### src/rtl/hello_gen_fsm_module.sv
// Emits the ASCII word "Hello" a programmable number of times on an 8-bit valid/ready stream.
// All outputs are registered and derived from the next state, so they change one edge after a decision.
module hello_gen_fsm_module #(
  parameter int unsigned REPEAT_W   = 4,
  parameter int unsigned GAP_CYCLES = 2
) (
  input  logic                clk_in,
  input  logic                rst_in,
  input  logic                start_in,
  input  logic [REPEAT_W-1:0] repeat_in,
  output logic [7:0]          data_out,
  output logic                valid_out,
  input  logic                ready_in,
  output logic                busy_out,
  output logic                done_out
);

  localparam int unsigned GapW = (GAP_CYCLES > 0) ? $clog2(GAP_CYCLES + 1) : 1;
  localparam logic [GapW-1:0] GapLast = (GAP_CYCLES > 0) ? GapW'(GAP_CYCLES - 1) : '0;

  localparam logic [7:0] ByteH = 8'h48;
  localparam logic [7:0] ByteE = 8'h65;
  localparam logic [7:0] ByteL = 8'h6C;
  localparam logic [7:0] ByteO = 8'h6F;

  typedef enum logic [7:0] {
    StIdle   = 8'b0000_0001,
    StSendH  = 8'b0000_0010,
    StSendE  = 8'b0000_0100,
    StSendL1 = 8'b0000_1000,
    StSendL2 = 8'b0001_0000,
    StSendO  = 8'b0010_0000,
    StGap    = 8'b0100_0000,
    StDone   = 8'b1000_0000
  } state_e;

  state_e              state_q, state_d;
  logic [REPEAT_W-1:0] words_left_q, words_left_d;
  logic [GapW-1:0]     gap_cnt_q, gap_cnt_d;
  logic [7:0]          data_q, data_d;
  logic                valid_q, valid_d;
  logic                busy_q, busy_d;
  logic                done_q, done_d;
  logic                xfer;

  assign xfer = valid_q && ready_in;

  always_comb begin
    state_d      = state_q;
    words_left_d = words_left_q;
    gap_cnt_d    = gap_cnt_q;
    unique case (state_q)
      StIdle: begin
        if (start_in) begin
          words_left_d = repeat_in;
          gap_cnt_d    = '0;
          state_d      = (repeat_in != '0) ? StSendH : StDone;
        end
      end
      StSendH:  if (xfer) state_d = StSendE;
      StSendE:  if (xfer) state_d = StSendL1;
      StSendL1: if (xfer) state_d = StSendL2;
      StSendL2: if (xfer) state_d = StSendO;
      StSendO: begin
        if (xfer) begin
          words_left_d = words_left_q - REPEAT_W'(1);
          if (words_left_q == REPEAT_W'(1)) begin
            state_d = StDone;
          end else if (GAP_CYCLES > 0) begin
            state_d   = StGap;
            gap_cnt_d = '0;
          end else begin
            state_d = StSendH;
          end
        end
      end
      StGap: begin
        if (gap_cnt_q == GapLast) begin
          state_d   = StSendH;
          gap_cnt_d = '0;
        end else begin
          gap_cnt_d = gap_cnt_q + GapW'(1);
        end
      end
      StDone: state_d = StIdle;
      default: begin
        // Corrupted one-hot encoding: recover to idle with cleared counters
        state_d      = StIdle;
        words_left_d = '0;
        gap_cnt_d    = '0;
      end
    endcase
  end

  always_comb begin
    data_d  = 8'h00;
    valid_d = 1'b0;
    busy_d  = (state_d != StIdle);
    done_d  = 1'b0;
    case (state_d)
      StSendH:  begin data_d = ByteH; valid_d = 1'b1; end
      StSendE:  begin data_d = ByteE; valid_d = 1'b1; end
      StSendL1: begin data_d = ByteL; valid_d = 1'b1; end
      StSendL2: begin data_d = ByteL; valid_d = 1'b1; end
      StSendO:  begin data_d = ByteO; valid_d = 1'b1; end
      StDone:   done_d = 1'b1;
      default:  ;
    endcase
  end

  always_ff @(posedge clk_in) begin
    if (rst_in) begin
      state_q      <= StIdle;
      words_left_q <= '0;
      gap_cnt_q    <= '0;
      data_q       <= 8'h00;
      valid_q      <= 1'b0;
      busy_q       <= 1'b0;
      done_q       <= 1'b0;
    end else begin
      state_q      <= state_d;
      words_left_q <= words_left_d;
      gap_cnt_q    <= gap_cnt_d;
      data_q       <= data_d;
      valid_q      <= valid_d;
      busy_q       <= busy_d;
      done_q       <= done_d;
    end
  end

  assign data_out  = data_q;
  assign valid_out = valid_q;
  assign busy_out  = busy_q;
  assign done_out  = done_q;

endmodule

### config.mk
export PLATFORM = sky130hd
export DESIGN_NAME = hello_gen_fsm_module
export DESIGN_NICKNAME = d
export VERILOG_FILES = /design/src/rtl/hello_gen_fsm_module.sv
export SDC_FILE = /design/constraint.sdc
export NUM_CORES = 1
export LEC_CHECK = 0
export ABC_CLOCK_PERIOD_IN_PS = 4330
export BUFFER_PORTS_ARGS = -buffer_cell sky130_fd_sc_hd__buf_4
export CORE_MARGIN = 1.5
export CORE_UTILIZATION = 47
export CTS_BUF_LIST = sky130_fd_sc_hd__clkbuf_8
export DETAILED_ROUTE_END_ITERATION = 7
export HOLD_SLACK_MARGIN = 0.1
export PLACE_DENSITY = 0.7
export SYNTH_ARGS = -nofsm -noshare
export SYNTH_HDL_FRONTEND = slang
export SYNTH_SLANG_ARGS = --single-unit
### constraint.sdc
create_clock -name clk_in -period 4.33 [get_ports clk_in]
set_input_delay 0.866 -clock clk_in [delete_from_list [all_inputs] [get_ports clk_in]]
set_output_delay 0.866 -clock clk_in [all_outputs]
set_load 0.01 [all_outputs]
# After elaboration in Yosys (flattened, before gate mapping)
# Index checks and enable logic that the tools add are counted.
dict set report totals {
  regBits 25
  inputBits 8
  output_inout_bits 11
  elab_cells 60
}
dict set report op_classes {
  addsub 2
  eq_ne 20
  muxes 21
  bitwise_logic 2
  reduce_logical 8
}
# cell n
set op_table {}
lappend op_table {{$mux W8} 9}
lappend op_table {{$pmux W8 S7} 1}
lappend op_table {{$pmux W7 S4} 1}
lappend op_table {{$eq A8 B2 Y1 const B} 2}
lappend op_table {{$eq A8 B3 Y1 const B} 2}
lappend op_table {{$eq A8 B4 Y1 const B} 2}
lappend op_table {{$eq A8 B5 Y1 const B} 2}
lappend op_table {{$eq A8 B6 Y1 const B} 2}
lappend op_table {{$eq A8 B8 Y1 const B} 2}
lappend op_table {{$pmux W4 S3} 1}
lappend op_table {{$reduce_or A5 Y1} 2}
lappend op_table {{$eq A8 B1 Y1 const B} 1}
lappend op_table {{$eq A8 B7 Y1 const B} 1}
lappend op_table {{$mux W2} 4}
lappend op_table {{$mux W4} 2}
lappend op_table {{$ne A8 B1 Y1 const B} 1}
lappend op_table {{$pmux W2 S4} 1}
lappend op_table {{$ne A2 B2 Y1 const B} 3}
lappend op_table {{$reduce_or A6 Y1} 1}
lappend op_table {{$eq A4 B1 Y1 const B} 1}
lappend op_table {{$reduce_and A4 Y1} 1}
lappend op_table {{$reduce_bool A4 Y1} 1}
lappend op_table {{$sub A4 B1 Y4 const B} 1}
lappend op_table {{$reduce_and A3 Y1} 1}
lappend op_table {{6 further kinds} 8}

# Depth between registers and ports, before layout
dict set report depth {
  ltp_word 7
  depth_mapped 7
  mapped_depth_nobuf 6
}

# Least setup slack after synthesis
# Ideal clock, no wire load.
dict set report synth_path {
  path_type {input to register}
  start {in start_in}
  end {reg words_left_q[3]}
  setup_ps 117
  arrival_ps 2142
  required_ps 4213
  setup_slack_ps 2071
  cell_stages 5
  path_buffers 0
  cell_sequence {or4b_2 o21ai_0 nand3b_1 and3_4 a32o_1}
}
dict set report synth_via {
  elab_chain_len 2
}
# element line
set synth_rtl {}
lappend synth_rtl {{start, declared} 9} ;# input logic start_in,
lappend synth_rtl {{$ne A2 B2 Y1 (no source line)} --}
lappend synth_rtl {{$reduce_and A3 Y1 (no source line)} --}
lappend synth_rtl {{end signal, assigned} 122} ;# words_left_q <= words_left_d;
lappend synth_rtl {{end, declared} 38} ;# logic [REPEAT_W-1:0] words_left_q, words_left_d;
# No other way between the ends.
# A chain may end at the register's enable or synchronous reset.

# Worst setup path after layout
dict set report layout_path {
  start {reg state_q[1]}
  end {reg words_left_q[3]}
}
dict set report layout_via {
  elab_chain_len 4
  elab_cells_between_ends 14
  cone_classes {eq/ne: 10; mux: 1; bitwise: 1; reduce/logical: 2}
}
# element line
set layout_rtl {}
lappend layout_rtl {{start, declared} 37} ;# state_e state_q, state_d;
lappend layout_rtl {{start signal, assigned} 113} ;# state_q <= StIdle;
lappend layout_rtl {{start signal, assigned} 121} ;# state_q <= state_d;
lappend layout_rtl {{$eq A8 B7 Y1 (tied with other cells)} 52} ;# unique case (state_q)
lappend layout_rtl {{$reduce_or A6 Y1 (no source line)} --}
lappend layout_rtl {{$not A1 Y1 (no source line)} --}
lappend layout_rtl {{$reduce_and A3 Y1 (no source line)} --}
# Parallel ways exist; a longest one is shown, timed or not.

==> flow_metrics.tcl <==
set metrics [dict create \
    slew_violations 0 \
    core-area_mm2 0.00250 \
    grtUsageTotal_pct 20.9 \
    postCtsSetupRepairBufs 0 \
    r2r_start "state_q[1]$_SDFF_PP0_" \
    antenna_left 0 \
    finalHoldViolCount 0 \
    first_pass_iters 5 \
    vias 1152 \
    drc 0 \
    ys_warn_count 0 \
    fin_ws_ps 1820 \
    p_leak_nw 0.566 \
    cap_violations 0 \
    rows 18 \
    synth_area_per_cell_um2 8.35 \
    powerDensity_mw_per_mm2 336 \
    overflow 0 \
    synth_cells 149 \
    grt_setup_unrepaired "false" \
    ys.flop_type "dfxtp_1" \
    worst-path-buf-inv 0 \
    fin_setup_tns_ps 0 \
    start_util_pct 49.7 \
    cts.path.max_buffers 2 \
    synth_top_area_share_pct 35.4 \
    cts.sinks 22 \
    pre_cts_ws_ps 1870 \
    syn_to_final_growth_pct 13.6 \
    endpoint_kind "flip-flop" \
    synthTopCellsByArea "dfxtp_1, a21oi_1, nor2_1" \
    routed_via_density 6.10 \
    worstSkewPairLatency_ps 260 \
    numPortBuffers 16 \
    synth_seq_area_share_pct 35.4 \
    die_h_um 54.4 \
    wirelength_um 2870 \
    wl_per_cell_um 15.2 \
    gp_congestion 0.868 \
    crit_type "flip-flop to flip-flop" \
    yosysTopAreaCell "dfxtp_1" \
    cp_slowest_stage_delay_ps 1010 \
    ioPinCount 19 \
    fin_worst_skew_ps 3.69 \
    antennaDiodeCount 0 \
    cts_hold_buf 0 \
    drt_iter0_drc 25 \
    slowest_stage "nor4_1" \
    worstPathMaxFanout 12 \
    ff2ff_path_depth 5 \
    fin_hold_ws_ps 456 \
    status "complete, no violations" \
    fmaxAchievable_ghz 0.398 \
    syn_area_mm2 0.00124 \
    period_needed_ps 2510 \
    r2r_end "words_left_q[3]$_SDFFE_PP0P_" \
    slew_headroom_pct 22.9 \
    cts_tree "built" \
    root_buffer "clkbuf_8" \
    synthArstFlopShare_pct 0 \
    min_path_cells 2 \
    synth_seq_cells 22 \
    r2r_slack_ps 1820 \
    period_share_pct 58.0 \
    grt_antenna_before_repair 0 \
    synth_enable_flop_cells 0 \
    total_power_mw 0.475 \
    grt_max_degree 22 \
    holdPathEnd "gap_cnt_q[1]$_SDFFE_PP0P_" \
    drive_gt1_share_pct 18.9 \
    crit_arrival_ps 2670 \
    cts_inserted_buffers 3 \
    min_path_type "flip-flop to flip-flop" \
    grt_pass1_vias 949 \
    startpoint_type "flip-flop" \
    dpl.hpwl_um 2130 \
    cts_resized 0 \
    die_w_um 54.4 \
    clkTransAtPathRegs_ps 80 \
    critical_path_required_ps 4490 \
    path_cells "nor4_1 -> and3_1 -> nand2_1 -> and3_4 -> a32o_1" \
    htree_num_levels 1 \
    worst_slew_pin_slew_ps 1150 \
    die-area_mm2 0.00296 \
    ir_drop_uv 229 \
    grt_pass1_wl_um 4440 \
    yosysUniqueCellTypes 50 \
    critical-path-top-delay-family "simple AND/OR/NAND/NOR gates" \
    nets 170 \
    hold_start "gap_cnt_q[1]$_SDFFE_PP0P_" \
    setup_viol 0 \
]
==> worst min-delay path: stages (launching register included) <==
cell	delay [ps]
dfxtp_1	320
nand2b_1	60
a21oi_1	40
==> final cells by class <==
type / count / area (µm²)
Clock inverter: 1 / 30.0
Tap cell: 30 / 37.5
Timing Repair Buffer: 16 / 120
Multi-Input combinational cell: 112 / 724
Clock buffer: 3 / 41.3
Sequential cell: 22 / 440
Inverter: 5 / 18.8
Fill cell: 235 / 1090
==> per-layer routing <==
metal | vias up | track usage, % | share of wire (%)
li1 | 565 | - | -
met1 | 539 | 28.8 | 47
met2 | 40 | 32.5 | 46
met3 | 8 | 4.10 | 5.4
met4 | 0 | 7.08 | 1.6
met5 | - | 0 | 0
==> cells in the final DEF (no fill, tap or decap), drive strengths merged, types with 2 or more instances in the layout <==
cell	instances
nor2b	3
nor4	4
a31oi	4
xnor2	2
and2	2
a21oi	12
clkbuf	3
and3	3
nor3	5
nand2	10
or4b	2
or3	2
conb	2
nor2	16
or4	2
inv	5
nand3b	2
buf	16
and2b	2
a311oi	2
a32o	2
o21ai	6
ha	2
nand3	3
nand2b	2
o31ai	2
dfxtp	22
==> cells by family (layout without fill, tap and decap cells) <==
family	Yosys count	after routing	synth area share, %
xor gates and xnor gates	3	3	2.11
muxes	1	1	0.905
AOI/OAI and AO/OA	40	40	23.4
DFF	22	22	35.4
buffers and inverters	16	25	6.64
other	1	2	0.302
adders and majority gates	2	2	2.01
and+or+nand+nor	64	64	29.2
==> how the worst max path moves through the flow <==
stage / startpoint / to / cells after the start
after floorplan: start_in / words_left_q[3]$_SDFFE_PP0P_ / 5
final: state_q[1]$_SDFF_PP0_ / words_left_q[3]$_SDFFE_PP0P_ / 5
after CTS: state_q[1]$_SDFF_PP0_ / words_left_q[3]$_SDFFE_PP0P_ / 5
after global routing: state_q[1]$_SDFF_PP0_ / gap_cnt_q[0]$_SDFFE_PP0P_ / 5
after detailed placement: start_in / words_left_q[3]$_SDFFE_PP0P_ / 6
after global placement: start_in / words_left_q[3]$_SDFFE_PP0P_ / 6
==> through the flow <==
stage	instances	area [µm²]	utilization [%]
after global routing	189	1410	56.5
after floorplan	150	1250	-
after CTS	189	1410	56.5
after detailed placement	185	1340	53.7
final	189	1410	56.5
after global placement	185	1340	53.7
==> synthesized netlist by cell type (3+ instances only) <==
library cell and count:
dfxtp_1 22, o21ai_0 6, buf_2 3, nand2_1 10, nand3_1 3, clkbuf_1 4
nor2_1 16, a31oi_1 4, buf_4 3, nor4_1 4, a21oi_1 12, nor3_1 5
nor2b_1 3, inv_1 5
==> where the power goes <==
part           switching [mW]  internal (mW)  total (mW)
logic                  0.0374         0.0292      0.0667
registers             0.00806          0.210       0.218
clock network          0.0669          0.123       0.190
total                   0.112          0.363       0.475
==> registers in the layout, summed over array words and instances (netlist names) <==
signal	count
busy_out	1
words_left_q	4
done_out	1
gap_cnt_q	2
valid_out	1
state_q	8
data_out	5
Note: power is estimated with default switching activity, not from simulation.
